==> src/rtl/imm_extend_pipe_pkg.sv <==
// Shared constants for the immediate-extension unit: mode encodings.
package imm_extend_pipe_pkg;

  localparam int unsigned EXT_MODE_W = 2;

  // Extension modes carried on in_mode.
  typedef enum logic [EXT_MODE_W-1:0] {
    EXT_SEXT = 2'd0,  // sign-extend
    EXT_ZEXT = 2'd1,  // zero-extend
    EXT_LUI  = 2'd2,  // zero-extend, shift into the upper field
    EXT_BR   = 2'd3   // sign-extend, word-align (x4) for branch offsets
  } ext_mode_e;

endpackage

==> src/rtl/imm_ext_core.sv <==
// Combinational mode mux: turns a raw immediate field into the final
// datapath-width value. OUT_W must be at least IN_W+2.
module imm_ext_core
  import imm_extend_pipe_pkg::*;
#(
  parameter int unsigned IN_W  = 16,
  parameter int unsigned OUT_W = 32
) (
  input  logic [IN_W-1:0]       in_imm,
  input  logic [EXT_MODE_W-1:0] in_mode,
  output logic [OUT_W-1:0]      ext
);

  logic [OUT_W-1:0] sext;
  logic [OUT_W-1:0] zext;

  assign sext = {{(OUT_W-IN_W){in_imm[IN_W-1]}}, in_imm};
  assign zext = {{(OUT_W-IN_W){1'b0}}, in_imm};

  // Select the extension; shifts truncate to OUT_W, so BR silently
  // drops top sign bits when OUT_W == IN_W+2.
  always_comb begin
    ext = sext;
    case (ext_mode_e'(in_mode))
      EXT_SEXT: ext = sext;
      EXT_ZEXT: ext = zext;
      EXT_LUI:  ext = zext << IN_W;
      EXT_BR:   ext = sext << 2;
    endcase
  end

endmodule

==> src/rtl/imm_extend_pipe.sv <==
// Registered immediate extender with valid/ready handshake and a 2-entry
// skid buffer (slot 0 = output register, slot 1 = skid). Storage holds the
// already-extended value. in_ready depends only on registered state.
module imm_extend_pipe
  import imm_extend_pipe_pkg::*;
#(
  parameter int unsigned IN_W  = 16,
  parameter int unsigned OUT_W = 32,
  parameter int unsigned TAG_W = 5
) (
  input  logic                  clk,
  input  logic                  reset,
  input  logic                  flush,
  input  logic                  in_valid,
  output logic                  in_ready,
  input  logic [IN_W-1:0]       in_imm,
  input  logic [EXT_MODE_W-1:0] in_mode,
  input  logic [TAG_W-1:0]      in_tag,
  output logic                  out_valid,
  input  logic                  out_ready,
  output logic [OUT_W-1:0]      out_imm,
  output logic [TAG_W-1:0]      out_tag
);

  logic [OUT_W-1:0] ext;
  logic [OUT_W-1:0] slot0_imm, slot1_imm;
  logic [TAG_W-1:0] slot0_tag, slot1_tag;
  logic             slot0_vld, slot1_vld;
  logic             in_xfer, out_xfer;

  imm_ext_core #(.IN_W(IN_W), .OUT_W(OUT_W)) u_core (
    .in_imm  (in_imm),
    .in_mode (in_mode),
    .ext     (ext)
  );

  assign in_ready  = !slot1_vld;
  assign out_valid = slot0_vld;
  assign out_imm   = slot0_imm;
  assign out_tag   = slot0_tag;
  assign in_xfer   = in_valid && in_ready;
  assign out_xfer  = slot0_vld && out_ready;

  // Skid-buffer update: FIFO order, slot 1 drains into slot 0 first.
  // Data registers only load on an accepted entry so a stalled output holds.
  always_ff @(posedge clk) begin
    if (reset) begin
      slot0_vld <= 1'b0;
      slot1_vld <= 1'b0;
      slot0_imm <= '0;
      slot0_tag <= '0;
      slot1_imm <= '0;
      slot1_tag <= '0;
    end else if (flush) begin
      slot0_vld <= 1'b0;
      slot1_vld <= 1'b0;
    end else if (out_xfer) begin
      if (slot1_vld) begin
        slot0_imm <= slot1_imm;
        slot0_tag <= slot1_tag;
        slot0_vld <= 1'b1;
        slot1_vld <= in_xfer;
        if (in_xfer) begin
          slot1_imm <= ext;
          slot1_tag <= in_tag;
        end
      end else begin
        slot0_vld <= in_xfer;
        if (in_xfer) begin
          slot0_imm <= ext;
          slot0_tag <= in_tag;
        end
      end
    end else if (in_xfer) begin
      if (!slot0_vld) begin
        slot0_imm <= ext;
        slot0_tag <= in_tag;
        slot0_vld <= 1'b1;
      end else begin
        slot1_imm <= ext;
        slot1_tag <= in_tag;
        slot1_vld <= 1'b1;
      end
    end
  end

endmodule

==> config.mk <==
export PLATFORM = sky130hd
export DESIGN_NAME = imm_extend_pipe
export DESIGN_NICKNAME = d
export VERILOG_FILES = /design/src/rtl/imm_extend_pipe_pkg.sv /design/src/rtl/imm_ext_core.sv /design/src/rtl/imm_extend_pipe.sv
export SDC_FILE = /design/constraint.sdc
export NUM_CORES = 1
export LEC_CHECK = 0
export CAP_MARGIN = 20
export CELL_PAD_IN_SITES_DETAIL_PLACEMENT = 1
export CELL_PAD_IN_SITES_GLOBAL_PLACEMENT = 2
export CORE_MARGIN = 2
export CORE_UTILIZATION = 30
export CTS_BUF_LIST = sky130_fd_sc_hd__clkbuf_16
export DETAILED_ROUTE_END_ITERATION = 7
export GPL_TIMING_DRIVEN = 0
export PLACE_DENSITY = 0.76
export SYNTH_ARGS = -nofsm -noshare
export SYNTH_HDL_FRONTEND = slang
export SYNTH_SLANG_ARGS = --single-unit
==> constraint.sdc <==
create_clock -name clk -period 2.35 [get_ports clk]
set_clock_uncertainty 0.05 [all_clocks]
set_input_delay 0.3525 -clock clk [delete_from_list [all_inputs] [get_ports clk]]
set_output_delay 0.3525 -clock clk [all_outputs]
set_load 0.05 [all_outputs]
==> summary.txt <==
Outcome
  • Status: complete, no violations

Route
  • Vias: between 3000 and 4000
  • Drt total wl: about 11000 microns
  • Vias/cell: about 5
  • Routed WL per cell: 17.20 microns
  • Drt drc: 0
  • Iter 0 DRT Violations: 84
  • Initial DRT Pass Iterations: 4
  • Antenna Nets Post-Route: 0

Layout
  • Layout Nets: 500
  • Diode count: 0
  • Finished Layout Cells: between 600 and 700
  • FILL cells: between 1000 and 1500
  • Layout cells sized above 1: 6.709%
  • Synthesis-to-layout area growth: 33.27%

Critical path
  • Crit-path slowest cell: clkdlybuf4s50_1
  • Crit Path Category: in2reg
  • Crit start category: primary input
  • Req. time, crit path: approximately 2.6 ns
  • CP peak stage delay: between 0.6 and 0.7 ns
  • Crit end category: flip-flop
  • Crit-path leading delay family: buffers and inverters
  • Critical Path AT: 2.38 ns
  • Number of buffer and inverter stages on the critical path: 2
  • CP max FO: 10
  • Crit path cell chain: clkdlybuf4s50_1 > nand2_1 > a2111oi_4 > clkbuf_1 > o21ai_0 > o2bb2ai_1

Yosys
  • Sequential area share after synthesis: roughly 46%
  • Number of synthesis warnings: 0
  • Post-synthesis compound-gate area fraction: 29.89%
  • Net Count, Synth: about 430
  • Multiplexer share of the synthesized area: 0.3042%
  • Synthesized area: around 3300 sq um
  • Simple-gate area share of the yosys netlist: 18.71%
  • Avg Synthesized Cell Area: between 8 and 9 sq um
  • Seq cells post-synth: between 70 and 80
  • Synth Area in Adders: 0%
  • Main combinational cell family by area after synthesis: compound AO/OA/AOI/OAI gates
  • Xor and xnor fraction of the mapped netlist area: 0%
  • Top cells by count, synth: 76 x dfxtp_1, 59 x a21oi_1, 54 x nor2_1
  • Yosys top cell area share: a little under half
  • EDFF count, synth: 0
  • Synth cell types: 32
  • Ys async rst share: 0%
  • Largest area contributor in the netlist: dfxtp_1
  • Synthesized instance count: just under 400
  • Most numerous cell in the Yosys netlist: dfxtp_1
  • Synth top area cells: dfxtp_1 46%, a21oi_1 9.0%, a211oi_1 8.2%
  • Most common flop cell mapped by yosys: dfxtp_1

STA
  • Crit share post-route: between 90% and 100%
  • Final setup fails: 0
  • Final Hold Viols: 0
  • Slew of the pin with the lowest slew margin: approximately 0.65 ns
  • Fin crit period: about 2.2 ns
  • Worst slew margin: about 57%
  • Fin. max-slew vios: 0
  • Setup TNS: 0 ns
  • Max Clk Rate: 460.9 MHz

Power and ir drop
  • Worst VDD drop: about 320 uV
  • Static Leakage: about 1.5 nW
  • Pwr per Cell Area: approximately 700 nW/um^2

CTS
  • Clock Root Buffer: clkbuf_16
  • TritonCTS clock tree: yes
  • Clock-pin slew on the worst setup and hold paths: roughly 0.060 ns
  • H-tree Lvls: 3
  • # hold bufs at CTS: 0
  • Clk sinks: 76
  • Worst-Skew Late Latency: ~0.33 ns
  • TritonCTS Buffers: 9
  • CTS Buffer Depth: 2

Flow run
  • Max-cap violations: 0

Global route
  • Initial antenna violation count: 0
  • Largest net degree at the start of global routing: 13
  • Remaining Overflow, GRT: 0
  • Gr usage total: approximately 19%
  • First-pass GRT wire length: around 18000 microns
  • Vias in the first global route: between 3000 and 4000

Placed design
  • DP Cell Count: approximately 600
  • Post-DP HPWL: 7731 microns
  • Global placer's final weighted congestion: roughly 0.74
  • Port Buf Inserts: between 60 and 70

Floorplan
  • Die height: between 100 and 150 microns
  • Starting Density: 30.49%
  • Die area: around 12000 sq um
  • I/O pin cnt: 67
  • Site Rows: 38
  • Core area: approximately 11000 sq um
  • DIE WIDTH: ~110 microns

Hold path
  • HP Class: in2reg
==> area by class of cell <==
type,instances,area [sq um],area share [%]
clock inverters,7,36.28,0.8274
repair buffers,64,640.6,14.61
well taps,140,175.2,3.994
clock buffers,9,225.2,5.136
multi-input cells,285,1625,37.06
flip-flops and latches,76,1521,34.69
inverters,1,3.754,0.08559
plain buffers,35,157.7,3.595
==> layer usage <==
layer | GRT usage (%) | part of all wire [%]
met2 | 33.71 | 49
met1 | 25.06 | 47
met3 | 3.407 | 3.4
met4 | 4.396 | 0.90
met5 | 0 | 0
==> final timing paths <==
check                    from  depth (start not counted)  slack, ns             to
setup / recovery    out_ready                          6       0.18    out_imm[28]
hold / removal          flush                          2       0.31      out_valid
setup reg to reg    out_valid                          6       0.27  slot1_imm[27]
hold reg to reg   out_imm[16]                          2       0.41    out_imm[16]
==> where the power goes <==
group | switching [W] | internal, W | total [W]
Sequential | 0.0000216 | 0.00133 | 0.00135
Combinational | 0.000304 | 0.000171 | 0.000475
Clock | 0.000548 | 0.000702 | 0.00125
==> cell families (layout without fill, tap and decap cells) <==
kind of cell    Yosys count  after routing
flops                    76             76
buf+inv                  36            116
compound gates          145            145
simple gates            139            139
mux                       1              1
==> timing repair <==
item	in CTS	in global routing
setup endpoints to repair	0	13
gates resized for setup	0	4
setup buffers	0	0
==> through the flow <==
step | setup WS [ns] | util (%) | hold WS (ns) | cell area (sq um) | total power, W
finish | 0.1802 | 40.63 | 0.3088 | 4385 | 0.003076
global placement | -0.2285 | 38.05 | 0.3924 | 4106 | 0.001851
floorplan | 0.2693 | - | 0.3867 | 3291 | 0.001666
CTS | 0.05582 | 40.47 | 0.2651 | 4368 | 0.003115
global route | -0.007570 | 40.63 | 0.3399 | 4385 | 0.003201
detailed placement | -0.2777 | 38.05 | 0.3975 | 4106 | 0.001856
==> flip-flops by register name (all words and copies together), names as in the netlist <==
name,cells
out_imm,32
slot1_vld,1
slot1_imm,32
out_tag,5
slot1_tag,5
out_valid,1
==> placed cells by master (no fill, tap or decap) <==
cell / synthesis / layout
nand2_1: 50 / 50
clkbuf_16: 0 / 9
nand3b_1: 2 / 2
buf_2: 8 / 8
a2111oi_4: 1 / 1
clkbuf_1: 25 / 24
buf_6: 2 / 2
a31o_2: 1 / 1
and3_1: 1 / 1
or2_4: 1 / 1
mux2i_1: 1 / 1
nor3b_1: 2 / 2
clkinv_2: 0 / 4
clkinv_4: 0 / 1
nand3_1: 3 / 3
nor2b_1: 15 / 15
o21ai_1: 1 / 1
a21oi_1: 59 / 59
clkbuf_2: 0 / 1
and2_1: 1 / 1
a31oi_4: 1 / 1
dfxtp_1: 76 / 76
nand2b_1: 3 / 3
a211oi_1: 36 / 36
o21ai_0: 13 / 13
a211o_1: 15 / 15
clkdlybuf4s50_1: 0 / 64
a211oi_4: 0 / 1
nor4_4: 0 / 1
a21boi_0: 1 / 1
nor2_2: 1 / 1
inv_1: 1 / 3
nor3_1: 4 / 4
o2bb2ai_1: 15 / 15
nor2_1: 54 / 54
or4_1: 1 / 1
o211ai_1: 1 / 1
Power figures use the tool's default switching activity.
